[config.mk]
export PLATFORM = sky130hd
export DESIGN_NAME = membus_arbiter
export DESIGN_NICKNAME = d
export VERILOG_FILES = /design/src/rtl/membus_arbiter.sv
export SDC_FILE = /design/constraint.sdc
export NUM_CORES = 1
export LEC_CHECK = 0
export CORE_AREA = 3 3 170 172
export DETAILED_ROUTE_END_ITERATION = 7
export DIE_AREA = 0 0 173 175
export HOLD_SLACK_MARGIN = 0.03
export PLACE_DENSITY = 0.44
export SLEW_MARGIN = 20
export SYNTH_ARGS = -nofsm -noshare
export SYNTH_HDL_FRONTEND = slang
export SYNTH_SLANG_ARGS = --single-unit
[constraint.sdc]
create_clock -name clk -period 2.6 [get_ports clk]
set_input_delay 0.78 -clock clk [delete_from_list [all_inputs] [get_ports clk]]
set_output_delay 0.78 -clock clk [all_outputs]
set_load 0.01 [all_outputs]
[src/rtl/membus_arbiter.sv]
`default_nettype none
// ============================================================================
// Module      : membus_arbiter
// Description : Arbitrates N master request ports onto a single slave memory
//               port. The grant is combinational among the requesting masters.
//               A grant that is stalled by the slave stays locked on the same
//               master. Accepted requests push the granted master index into
//               a response-tag FIFO. Slave responses, which come back in
//               order, pop that FIFO and go to the owning master in the
//               same cycle. A response with nothing in flight sets a sticky
//               orphan error flag.
//
//               Build option MEMBUS_ARB_FIXED_PRIO_EN:
//                 defined   -> fixed priority, lowest master index wins;
//                              there is no round-robin pointer.
//                 undefined -> round-robin grant starting at the master
//                              after the last one accepted.
//
// Ports       : clk, rst            clock, synchronous active-high reset
//               m_valid/m_ready     per-master request handshake
//               m_addr              per-master byte address
//               m_wen/m_wdata/m_wmask  per-master write controls
//               m_rvalid            per-master response strobe
//               m_rdata             shared response data
//               s_valid/s_ready     slave request handshake
//               s_addr              slave word address
//               s_wen/s_wdata/s_wmask  forwarded write controls
//               s_rvalid/s_rdata    slave response
//               outstanding         number of requests in flight
//               err_orphan          sticky flag for a response with nothing in flight
//
// Revision    : 1.0 - initial release
// ============================================================================
module membus_arbiter #(
    parameter int NUM_MASTERS     = 2,
    parameter int DATA_WIDTH      = 64,
    parameter int IN_ADDR_WIDTH   = 32,
    parameter int ADDR_WIDTH      = 10,
    parameter int MAX_OUTSTANDING = 4
) (
    input  logic                                 clk,
    input  logic                                 rst,
    input  logic [NUM_MASTERS-1:0]               m_valid,
    output logic [NUM_MASTERS-1:0]               m_ready,
    input  logic [NUM_MASTERS*IN_ADDR_WIDTH-1:0] m_addr,
    input  logic [NUM_MASTERS-1:0]               m_wen,
    input  logic [NUM_MASTERS*DATA_WIDTH-1:0]    m_wdata,
    input  logic [NUM_MASTERS*DATA_WIDTH/8-1:0]  m_wmask,
    output logic [NUM_MASTERS-1:0]               m_rvalid,
    output logic [DATA_WIDTH-1:0]                m_rdata,
    output logic                                 s_valid,
    input  logic                                 s_ready,
    output logic [ADDR_WIDTH-1:0]                s_addr,
    output logic                                 s_wen,
    output logic [DATA_WIDTH-1:0]                s_wdata,
    output logic [DATA_WIDTH/8-1:0]              s_wmask,
    input  logic                                 s_rvalid,
    input  logic [DATA_WIDTH-1:0]                s_rdata,
    output logic [$clog2(MAX_OUTSTANDING):0]     outstanding,
    output logic                                 err_orphan
);

    localparam int c_IDX_W    = (NUM_MASTERS > 1) ? $clog2(NUM_MASTERS) : 1;
    localparam int c_PTR_W    = (MAX_OUTSTANDING > 1) ? $clog2(MAX_OUTSTANDING) : 1;
    localparam int c_CNT_W    = $clog2(MAX_OUTSTANDING) + 1;
    localparam int c_STRB_W   = DATA_WIDTH / 8;
    localparam int c_BYTE_LSB = $clog2(c_STRB_W);

    localparam logic [c_IDX_W-1:0] c_IDX_LAST = c_IDX_W'(NUM_MASTERS - 1);
    localparam logic [c_PTR_W-1:0] c_PTR_LAST = c_PTR_W'(MAX_OUTSTANDING - 1);
    localparam logic [c_CNT_W-1:0] c_MAX_CNT  = c_CNT_W'(MAX_OUTSTANDING);

    // ------------------------------------------------------------------
    // State
    // ------------------------------------------------------------------
    logic                 r_lock_q;
    logic                 w_lock_d;
    logic [c_IDX_W-1:0]   r_lock_idx_q;
    logic [c_IDX_W-1:0]   w_lock_idx_d;
    logic [c_PTR_W-1:0]   r_wr_ptr_q;
    logic [c_PTR_W-1:0]   w_wr_ptr_d;
    logic [c_PTR_W-1:0]   r_rd_ptr_q;
    logic [c_PTR_W-1:0]   w_rd_ptr_d;
    logic [c_CNT_W-1:0]   r_count_q;
    logic [c_CNT_W-1:0]   w_count_d;
    logic                 r_err_orphan_q;
    logic                 w_err_orphan_d;
    logic [c_IDX_W-1:0]   r_tag_mem [MAX_OUTSTANDING];

    // ------------------------------------------------------------------
    // Combinational nets
    // ------------------------------------------------------------------
    logic                 w_any_valid;
    logic                 w_fifo_empty;
    logic                 w_can_accept;
    logic                 w_accept;
    logic                 w_pop;
    logic                 w_lock_hit;
    logic [c_IDX_W-1:0]   w_scan_base;
    logic [c_IDX_W-1:0]   w_arb_idx;
    logic                 w_arb_found;
    logic [c_IDX_W-1:0]   w_gnt_idx;
    logic [c_IDX_W-1:0]   w_head_tag;
    int                   w_cand;
    logic                 w_unused_addr_bits;

    // Only the word-address slice of each master address reaches the slave.
    assign w_unused_addr_bits = ^m_addr;

    assign w_any_valid  = |m_valid;
    assign w_fifo_empty = (r_count_q == '0);
    // A response in the same cycle frees a slot, so a full FIFO may still
    // take a new request.
    assign w_can_accept = (r_count_q < c_MAX_CNT) || s_rvalid;

    // ------------------------------------------------------------------
    // Scan start point: fixed at 0, or the round-robin pointer
    // ------------------------------------------------------------------
`ifdef MEMBUS_ARB_FIXED_PRIO_EN
    assign w_scan_base = '0;
`else
    logic [c_IDX_W-1:0] r_rr_ptr_q;
    logic [c_IDX_W-1:0] w_rr_ptr_d;

    always_comb begin
        w_rr_ptr_d = r_rr_ptr_q;
        if (w_accept) begin
            w_rr_ptr_d = (w_gnt_idx == c_IDX_LAST) ? '0 : w_gnt_idx + c_IDX_W'(1);
        end
    end

    always_ff @(posedge clk) begin
        if (rst) begin
            r_rr_ptr_q <= '0;
        end else begin
            r_rr_ptr_q <= w_rr_ptr_d;
        end
    end

    assign w_scan_base = r_rr_ptr_q;
`endif

    // First requesting master found when walking upward (with wrap)
    // from the scan base.
    always_comb begin
        w_arb_idx   = '0;
        w_arb_found = 1'b0;
        w_cand      = 0;
        for (int k = 0; k < NUM_MASTERS; k++) begin
            w_cand = int'(w_scan_base) + k;
            if (w_cand >= NUM_MASTERS) begin
                w_cand = w_cand - NUM_MASTERS;
            end
            if (!w_arb_found && m_valid[w_cand]) begin
                w_arb_found = 1'b1;
                w_arb_idx   = c_IDX_W'(w_cand);
            end
        end
    end

    // A stalled grant stays with its master while that master keeps
    // requesting. If the master withdraws, arbitration restarts normally.
    assign w_lock_hit = r_lock_q && m_valid[r_lock_idx_q];
    assign w_gnt_idx  = w_lock_hit ? r_lock_idx_q : w_arb_idx;

    // ------------------------------------------------------------------
    // Request path
    // ------------------------------------------------------------------
    assign s_valid  = w_any_valid && w_can_accept && !rst;
    assign w_accept = s_valid && s_ready;
    assign m_ready  = (w_any_valid && s_ready && w_can_accept && !rst)
                      ? (NUM_MASTERS'(1) << w_gnt_idx) : '0;

    always_comb begin
        s_addr  = '0;
        s_wen   = 1'b0;
        s_wdata = '0;
        s_wmask = '0;
        for (int k = 0; k < NUM_MASTERS; k++) begin
            if (w_gnt_idx == c_IDX_W'(k)) begin
                s_addr  = m_addr[k*IN_ADDR_WIDTH + c_BYTE_LSB +: ADDR_WIDTH];
                s_wen   = m_wen[k];
                s_wdata = m_wdata[k*DATA_WIDTH +: DATA_WIDTH];
                s_wmask = m_wmask[k*c_STRB_W +: c_STRB_W];
            end
        end
    end

    // ------------------------------------------------------------------
    // Response path
    // ------------------------------------------------------------------
    assign w_head_tag = r_tag_mem[r_rd_ptr_q];
    assign w_pop      = s_rvalid && !w_fifo_empty && !rst;
    assign m_rvalid   = w_pop ? (NUM_MASTERS'(1) << w_head_tag) : '0;
    assign m_rdata    = s_rdata;

    // ------------------------------------------------------------------
    // Next-state logic
    // ------------------------------------------------------------------
    always_comb begin
        w_lock_d     = s_valid && !s_ready;
        w_lock_idx_d = w_gnt_idx;

        w_wr_ptr_d = r_wr_ptr_q;
        if (w_accept) begin
            w_wr_ptr_d = (r_wr_ptr_q == c_PTR_LAST) ? '0 : r_wr_ptr_q + c_PTR_W'(1);
        end

        w_rd_ptr_d = r_rd_ptr_q;
        if (w_pop) begin
            w_rd_ptr_d = (r_rd_ptr_q == c_PTR_LAST) ? '0 : r_rd_ptr_q + c_PTR_W'(1);
        end

        w_count_d = r_count_q;
        case ({w_accept, w_pop})
            2'b10:   w_count_d = r_count_q + c_CNT_W'(1);
            2'b01:   w_count_d = r_count_q - c_CNT_W'(1);
            default: w_count_d = r_count_q;
        endcase

        w_err_orphan_d = r_err_orphan_q || (s_rvalid && w_fifo_empty);
    end

    always_ff @(posedge clk) begin
        if (rst) begin
            r_lock_q       <= 1'b0;
            r_lock_idx_q   <= '0;
            r_wr_ptr_q     <= '0;
            r_rd_ptr_q     <= '0;
            r_count_q      <= '0;
            r_err_orphan_q <= 1'b0;
        end else begin
            r_lock_q       <= w_lock_d;
            r_lock_idx_q   <= w_lock_idx_d;
            r_wr_ptr_q     <= w_wr_ptr_d;
            r_rd_ptr_q     <= w_rd_ptr_d;
            r_count_q      <= w_count_d;
            r_err_orphan_q <= w_err_orphan_d;
        end
    end

    // Tag storage is qualified by the count, so it needs no reset.
    always_ff @(posedge clk) begin
        if (w_accept) begin
            r_tag_mem[r_wr_ptr_q] <= w_gnt_idx;
        end
    end

    assign outstanding = r_count_q;
    assign err_orphan  = r_err_orphan_q;

endmodule
`default_nettype wire

==> impl_metrics.yaml <==
floorplan:
  ioPinCount: 436
  die_y_um: 175
  die_x_um: 173
  dieArea_um2: 30280
  start_util_pct: 8.301
  core-area_um2: 27630
  num_rows: 61
sta:
  tightest_slew_ps: 300.7
  worst_slack_ps: -241.5
  slew_violations: 0
  fin_worst_skew_ps: 5.370
  relSlewSlack_pct: 79.83
  finalHoldViolations: 0
  fin_setup_tns_ps: -7914
  min_period_ps: 2841
  finalSetupViolCount: 83
  period_share_pct: 109.3
  rsz0062_at_grt: "true"
  fmax_ghz: 0.3519
run_status:
  violations: "setup timing"
  outcome: "finished, violations left"
worst_setup_path:
  critPathCaptureType: "primary output"
  max_stage_delay_ps: 290
  path_cells: "buf_8 -> inv_4 -> o21ai_4 -> buf_12 -> buf_12 -> buf_12 -> buf_12 -> buf_4 -> mux2_4 -> buf_6"
  crit_arrival_ps: 2060
  crit_top_cell: "buf_12"
  path_buf_inv: 8
  cp-start-kind: "primary input"
  cp_slowest_cell: "mux2_4"
  cpLargestDelayFamily: "buffers and inverters"
  critPathKind: "primary input to primary output"
  cp_max_fo: 6
  critPathRequiredTime_ps: 1820
placement:
  dp_cells: 835
  place_area_um2: 5120
  gp_congestion: 0.7095
  io_buffer_count: 263
  dpl.hpwl_mm: 9.875
cts:
  ctsHtreeMaxLevel: 1
  cts_tree: "yes"
  clkSlewWorstSetupHoldPaths_ps: 60
  clock_sinks: 17
  cts_root_buffer: "clkbuf_16"
  postCtsHoldBufs: 0
  cts_buffer_depth: 2
  clkLatencyLatePin_ps: 250
  cts_made_buffers: 3
synthesis:
  synth.cell_area_um2: 2293
  syn_inst: 234
  synthTopCellsByArea: "mux2_1 24%, buf_4 21%, mux2_2 18%"
  synth_seq_cells: 17
  synth_top_area_share_pct: 23.57
  synth_most_common_cell: "buf_4"
  async_flop_share_pct: 0
  yosysTopAreaCell: "mux2_1"
  synth_common_cells: "64 x buf_4, 48 x mux2_1, 36 x mux2_2, 13 x dfxtp_1, 11 x nor2_1"
  synth_cell_types: 31
  yosys_warnings: 0
  synth_fp_nets: 521
  ys.flop_type: "dfxtp_1"
  synth-edff-count: 4
  postSynthAreaPerCell_um2: 9.801
  ys_seq_area_share_pct: 16.58
global_routing:
  grtUsageMet3_pct: 2.934
  grt_pass1_vias: 2916
  antenna_found_initial: 0
  gr-total-overflow: 0
  grt_max_degree: 12
  track_usage_pct: 7.838
  met2_usage_pct: 13.38
  grt_pass1_wl_mm: 18.29
  top_usage_layer: "met2"
  gr-usage-met1_pct: 9.391
routing:
  ant_nets: 0
  drc_errors: 0
  wl_per_cell_um: 14.42
  drt_iter0_drc: 52
  via_count: 2736
  firstDrtPassIters: 4
  wirelength_mm: 12.78
  viasPerCell: 3.088
cells_and_area:
  areaGrowthSynthToFinish_pct: 171.8
  stdcell_count: 886
  fillers: 3013
  diodes: 0
  layout.nets: 796
  final_area_um2: 6235
  drive_above_1_share_pct: 53.54
pwr:
  power.density_nw_per_um2: 292.0
  ir_worst_vdd_v: 0.0001919
  p_leak_nw: 2.801
worst_hold_path:
  min_path_type: "flip-flop to flip-flop"
job:
  cap_violations: 0
==> worst paths after layout <==
path / cells past startpoint / slack, ps / end / startpoint
worst max-delay path: 10 / -240 / s_wdata[17] / m_valid[0]
worst min-delay path: 2 / 490 / r_rd_ptr_q[0] / r_rd_ptr_q[0]
worst max register to register: 10 / 490 / outstanding[2] / outstanding[0]
worst min register to register: 2 / 490 / r_rd_ptr_q[0] / r_rd_ptr_q[0]
==> timing repair <==
| action | CTS | global route |
|---|---|---|
| resized for setup | 552 | 45 |
| gates cloned | 6 | 0 |
| pin swaps | 3 | 5 |
| buffers inserted | 39 | 12 |
| endpoints found under the setup margin | 90 | 86 |
==> area by class of cell <==
class,count,area (um^2),area share [%]
inverters,9,36.28,0.5820
well taps,378,473.0,7.586
multi-input cells,134,1667,26.73
flip-flops and latches,17,381.6,6.121
clock inverters,1,7.507,0.1204
clock buffers,3,75.07,1.204
repair buffers,344,3595,57.66
==> layer usage <==
metal | part of all wire (%) | vias to the layer above
met2 | 48 | 173
li1 | - | 1296
met5 | 0 | -
met1 | 40 | 1249
met4 | 1.9 | 0
met3 | 9.5 | 18
==> tightest hold or removal path: stages, from the launching register on <==
cell     delay [ps]
dfxtp_1         320
nand2_1          50
a21oi_1          70
==> stage by stage <==
stage                     worst slack (ps)  util (%)  hold slack [ps]  total power [mW]
final                               -241.5     22.57            485.8             1.821
after global routing                -286.2     22.57            532.6             1.919
after CTS                           -316.6     22.18            490.7             1.813
after detailed placement             -1014     18.53            482.6             1.207
after global placement               -1008     18.53            485.3             1.210
after floorplan                      113.4         -            429.2            0.7041
==> cells in the final DEF (no fill, tap or decap), drive strengths merged <==
cell           netlist  final
a32oi                1      1
nor2                11     11
clkdlybuf4s50        0    170
mux2i                1      1
or3                  2      2
fa                   1      1
nand2                2      2
dlygate4sd1          0      1
dfxtp               13     13
and2                 5      5
o21ai                3      3
ha                   6      6
inv                  9      9
and3                 1      1
o211ai               1      1
buf                 73    168
clkinvlp             0      1
a21oi                4      4
nor4                 1      1
clkbuf               1      5
o31ai                2      2
mux2                85     85
nor3                 4      4
edfxtp               4      4
xor2                 2      2
clkdlybuf4s15        0      1
mux4                 1      1
dlygate4sd2          0      2
nor2b                1      1
==> power by group <==
part           switching (mW)  leakage [nW]  internal [mW]
clock network           0.103        0.0371          0.207
registers              0.0145         0.144          0.289
logic                   0.381          2.62          0.825
==> cells by family after synthesis <==
logic type	after synthesis	share of synthesized area, %
AO/OA/AOI/OAI	11	3.055
XOR/XNOR	2	0.7639
flip-flops	17	16.59
AND/OR/NAND/NOR	27	5.947
buffers and inverters	83	26.19
adder cells (fa/ha/maj)	7	4.146
multiplexers	87	43.32
Note: power is estimated with default switching activity, not from simulation.
